### config.mk
export PLATFORM = sky130hd
export DESIGN_NAME = gpio_in_capture
export DESIGN_NICKNAME = d
export VERILOG_FILES = /design/src/rtl/gpio_in_pkg.sv /design/src/rtl/gpio_debounce.sv /design/src/rtl/gpio_in_capture.sv
export SDC_FILE = /design/constraint.sdc
export NUM_CORES = 1
export LEC_CHECK = 0
export CORE_MARGIN = 2
export CORE_UTILIZATION = 41
export CTS_CLUSTER_SIZE = 10
export DETAILED_ROUTE_END_ITERATION = 12
export GPL_ROUTABILITY_DRIVEN = 1
export PLACE_DENSITY = 0.89
export SETUP_SLACK_MARGIN = 0.3
export SYNTH_ARGS = -nofsm -noshare
export SYNTH_HDL_FRONTEND = slang
export SYNTH_SLANG_ARGS = --single-unit
### constraint.sdc
create_clock -name CLK -period 1.7 [get_ports CLK]
set_input_delay 0.17 -clock CLK [delete_from_list [all_inputs] [get_ports CLK]]
set_output_delay 0.17 -clock CLK [all_outputs]
set_load 0.01 [all_outputs]
### src/rtl/gpio_in_pkg.sv
// gpio_in_pkg: register offsets shared by gpio_in_capture and its bench
package gpio_in_pkg;
  localparam logic [3:0] ADDR_DATA    = 4'h0;
  localparam logic [3:0] ADDR_RISE_EN = 4'h4;
  localparam logic [3:0] ADDR_FALL_EN = 4'h8;
  localparam logic [3:0] ADDR_STATUS  = 4'hC;
endpackage

### src/rtl/gpio_debounce.sv
// gpio_debounce: 2-flop synchronizer plus optional debounce for one pin
// Debounce counter exists only when GPIO_IN_DEBOUNCE_EN is defined.
module gpio_debounce #(
  parameter int DEBOUNCE_CYCLES = 1000000
) (
  input  logic clk,
  input  logic rst,
  input  logic i_pin,
  output logic o_stable
);
  logic r_s1, r_s2, r_stable;
  always_ff @(posedge clk) begin
    r_s1 <= rst ? 1'b0 : i_pin;
    r_s2 <= rst ? 1'b0 : r_s1;
  end
`ifdef GPIO_IN_DEBOUNCE_EN
  localparam int CW = DEBOUNCE_CYCLES > 1 ? $clog2(DEBOUNCE_CYCLES) : 1;
  logic [CW-1:0] r_cnt;
  logic w_done;
  assign w_done = r_cnt == CW'(DEBOUNCE_CYCLES - 1);
  always_ff @(posedge clk) begin
    if (rst) begin
      r_cnt    <= '0;
      r_stable <= 1'b0;
    end else if (r_s2 == r_stable) begin
      r_cnt <= '0;
    end else if (w_done) begin
      r_stable <= r_s2;
      r_cnt    <= '0;
    end else begin
      r_cnt <= r_cnt + CW'(1);
    end
  end
`else
  always_ff @(posedge clk) r_stable <= rst ? 1'b0 : r_s2;
`endif
  assign o_stable = r_stable;
endmodule

### src/rtl/gpio_in_capture.sv
// gpio_in_capture: debounced GPIO input capture with edge STATUS and IRQ
// Define GPIO_IN_DEBOUNCE_EN to enable per-pin debounce counters.
module gpio_in_capture
  import gpio_in_pkg::*;
#(
  parameter int WIDTH           = 4,
  parameter int DEBOUNCE_CYCLES = 1000000
) (
  input  logic             CLK,
  input  logic             RST,
  input  logic [WIDTH-1:0] GPIO_IN,
  input  logic             BUS_WE,
  input  logic             BUS_RE,
  input  logic [3:0]       BUS_ADDR,
  input  logic [31:0]      BUS_WDATA,
  output logic [31:0]      BUS_RDATA,
  output logic             BUS_RVALID,
  output logic             IRQ
);
  logic [WIDTH-1:0] w_stable, w_set, w_clr;
  logic [WIDTH-1:0] r_stable_d, r_rise_en, r_fall_en, r_status;
  logic [3:0]       w_addr;
  logic [31:0]      w_rd, r_rdata;
  logic             r_rvalid, r_irq, w_unused;
  for (genvar i = 0; i < WIDTH; i++) begin : g_pin
    gpio_debounce #(.DEBOUNCE_CYCLES(DEBOUNCE_CYCLES)) u_db (
      .clk     (CLK),
      .rst     (RST),
      .i_pin   (GPIO_IN[i]),
      .o_stable(w_stable[i])
    );
  end
  assign w_addr   = {BUS_ADDR[3:2], 2'b00};
  assign w_unused = ^{BUS_ADDR[1:0], BUS_WDATA};
  assign w_set = (w_stable & ~r_stable_d & r_rise_en) | (~w_stable & r_stable_d & r_fall_en);
  assign w_clr = (BUS_WE && w_addr == ADDR_STATUS) ? BUS_WDATA[WIDTH-1:0] : '0;
  assign w_rd  = w_addr == ADDR_DATA    ? 32'(w_stable)  :
                 w_addr == ADDR_RISE_EN ? 32'(r_rise_en) :
                 w_addr == ADDR_FALL_EN ? 32'(r_fall_en) :
                 w_addr == ADDR_STATUS  ? 32'(r_status)  : '0;
  always_ff @(posedge CLK) begin
    if (RST) begin
      r_stable_d <= '0;
      r_rise_en  <= '0;
      r_fall_en  <= '0;
      r_status   <= '0;
      r_rdata    <= '0;
      r_rvalid   <= 1'b0;
      r_irq      <= 1'b0;
    end else begin
      r_stable_d <= w_stable;
      if (BUS_WE && w_addr == ADDR_RISE_EN) r_rise_en <= BUS_WDATA[WIDTH-1:0];
      if (BUS_WE && w_addr == ADDR_FALL_EN) r_fall_en <= BUS_WDATA[WIDTH-1:0];
      // a new edge wins over a same-cycle W1C
      r_status <= (r_status & ~w_clr) | w_set;
      if (BUS_RE) r_rdata <= w_rd;
      r_rvalid <= BUS_RE;
      r_irq    <= |r_status;
    end
  end
  assign BUS_RDATA  = r_rdata;
  assign BUS_RVALID = r_rvalid;
  assign IRQ        = r_irq;
endmodule

==> metrics <==
Setup Buffers After CTS 0; register area share after synthesis 0.472; Final Critical Period 1.28 ns; clock root cell clkbuf_4; Ports 78; die area 0.00401 mm2; Sw Ratio 0.238; Final Hold Slack 0.389 ns; Worst-path clk slew 0.10 ns; final hold violation count 0; Reg power frac 0.581; Cell Pwr Density 862 mW/mm2; Synth-to-Final Area Change 14.9%; status completed; setup slack, reg-to-reg 0.57 ns; Nets 207; Initial Util 0.429; Max-cap violations 0; crit start category input port; vias in the first global route 839; GRT overflow 0; crit-path max FO 8; clock tree sinks 34; CTS HTree Levels 2; antenna violations before repair 0; share of layout cells above drive strength 1 0.0976; drt via density 4.28; Max Fclk 0.778 GHz; ANT cells 0; CTS buffer count 5; DR pass1 iterations 4; overall die width 63.3 um; port bufs 19; Post-Route WL 2.24 mm; CTS tree built; Clock Power Share 0.318; net switching power figure 0.339 mW; Netlist Area Pre-Place 0.00144 mm2; peak supply drop 0.000517 V; HP Class in -> reg; P_int 1.09 mW; WS Path Type in -> reg; Setup violations, final 0; DRC viols 0; Yosys cell types 14; Cells after Synth 139; Slew Viols, Final 0; core area 0.00336 mm2; All-Layer GR Usage 0.125; clock buffer depth 2; Die Height 63.3 um; Pleak 0.776 nW; yosys warns 0; Crit path required time 1.91 ns; Iteration-0 DRC Markers 38; power share of the combinational group 0.101; Max Clock Skew 0.0105 ns; Skew-Pair Late Insertion Delay 0.33 ns; Via Count 899; Cell Rows 21; RSZ-0062 raised after global routing false; Worst setup EP type flip-flop; final setup TNS 0 ns; Synth Register Bits 34; first-pass GRT wire length 3.72 mm; Synth Area per Inst 10.4 um2; DRT antenna net count 0; CP Data Arrival Time 1.50 ns; routability cong. 0.803; crit share post-route 0.756; largest net degree at the start of global routing 35; hpwl dp 1.61 mm; wire length per cell 10.7 um
[flip-flops by register name, indices dropped and copies added (netlist names)]
signal,count
BUS_RDATA,4
BUS_RVALID,1
IRQ,1
g_pin.u_db.o_stable,4
g_pin.u_db.r_s1,4
g_pin.u_db.r_s2,4
r_fall_en,4
r_rise_en,4
r_stable_d,4
r_status,4
[power groups by stage]
| stage | clock network [mW] | registers (mW) | logic, mW |
|---|---|---|---|
| 6_report | 0.454 | 0.830 | 0.145 |
| 5_1_grt | 0.523 | 0.833 | 0.159 |
| 4_1_cts | 0.471 | 0.830 | 0.146 |
| 3_5_place_dp | 0 | 0.848 | 0.146 |
| 3_3_place_gp | 0 | 0.847 | 0.143 |
| 2_1_floorplan | 0 | 0.846 | 0.136 |
[cell usage in the layout (no fill, tap or decap)]
cell and n:
nor2_1 13, clkbuf_1 1, nor2b_1 17, mux2i_1 12, clkdlybuf4s50_1 13, clkinv_2 1
o21ai_0 4, conb_1 28, nand2_1 5, buf_4 4, buf_12 1, clkbuf_8 1
mux4_2 4, dlygate4sd2_1 3, nor4_1 1, clkbuf_4 5, dlymetal6s2s_1 3, nand3b_1 10
a31oi_1 4, dfxtp_1 34
[synth_stat cells]
| library cell | n | area share |
|---|---|---|
| dfxtp_1 | 34 | 0.47 |
| buf_4 | 28 | 0.15 |
| nor2b_1 | 17 | 0.074 |
| nor2_1 | 13 | 0.034 |
| mux2i_1 | 12 | 0.083 |
| nand3b_1 | 10 | 0.052 |
| nand2_1 | 5 | 0.013 |
| a31oi_1 | 4 | 0.017 |
| clkbuf_1 | 4 | 0.010 |
| mux4_2 | 4 | 0.062 |
| o21ai_0 | 4 | 0.014 |
| buf_6 | 2 | 0.016 |
| conb_1 | 1 | 0.0026 |
| nor4_1 | 1 | 0.0043 |
[logic make-up after synthesis]
family	count (synthesis)	share of synthesized area
AND/OR/NAND/NOR	46	0.177
buffers and inverters	34	0.172
multiplexers	16	0.146
other	1	0.00260
flip-flops	34	0.472
AO/OA/AOI/OAI	8	0.0312
[through the flow]
stage	cell area (um2)	power [mW]	worst slack (ns)	util	cells
CTS	1650	1.45	0.316	0.491	210
detailed placement	1590	0.994	0.0564	0.474	202
global placement	1590	0.990	0.0841	0.474	202
global route	1660	1.52	0.394	0.493	210
finish	1660	1.43	0.415	0.493	210
floorplan	1540	0.983	0.635	-	166
[what timing repair did]
action,4_1_cts,5_1_grt
gates resized for setup,3,3
setup endpoints to repair,3,3
pin swaps,0,0
hold buffers,0,0
[worst paths after layout]
check	from	endpoint	cells past startpoint
setup reg to reg	r_status[0]	BUS_RDATA[0]	3
hold reg to reg	g_pin[3].u_db.r_s1	g_pin[3].u_db.r_s2	1
hold / removal	GPIO_IN[0]	g_pin[0].u_db.r_s1	2
setup / recovery	BUS_ADDR[2]	BUS_RDATA[3]	5
[critical path, cell delays in order]
cell	delay, ns
clkdlybuf4s50_1	0.50
buf_12	0.13
mux4_2	0.50
mux2i_1	0.14
nor2_1	0.05
[layout make-up]
type                    count  area [um2]
well taps                  46        57.6
flip-flops and latches     34         681
fillers                   335        1710
repair buffers             24         244
multi-input cells          98         616
clock buffers               7        55.1
clock inverters             1        5.00
[routing by layer]
metal | track usage | share of wire | vias up | routed length, um
met4 | 0.0571 | 0 | 0 | 0
met2 | 0.198 | 0.52 | 30 | 1160
met3 | 0.0696 | 0.057 | 0 | 127
met5 | 0 | 0 | - | 0
li1 | - | - | 453 | -
met1 | 0.137 | 0.43 | 416 | 957
No activity file was read; power rests on OpenSTA's default activity.
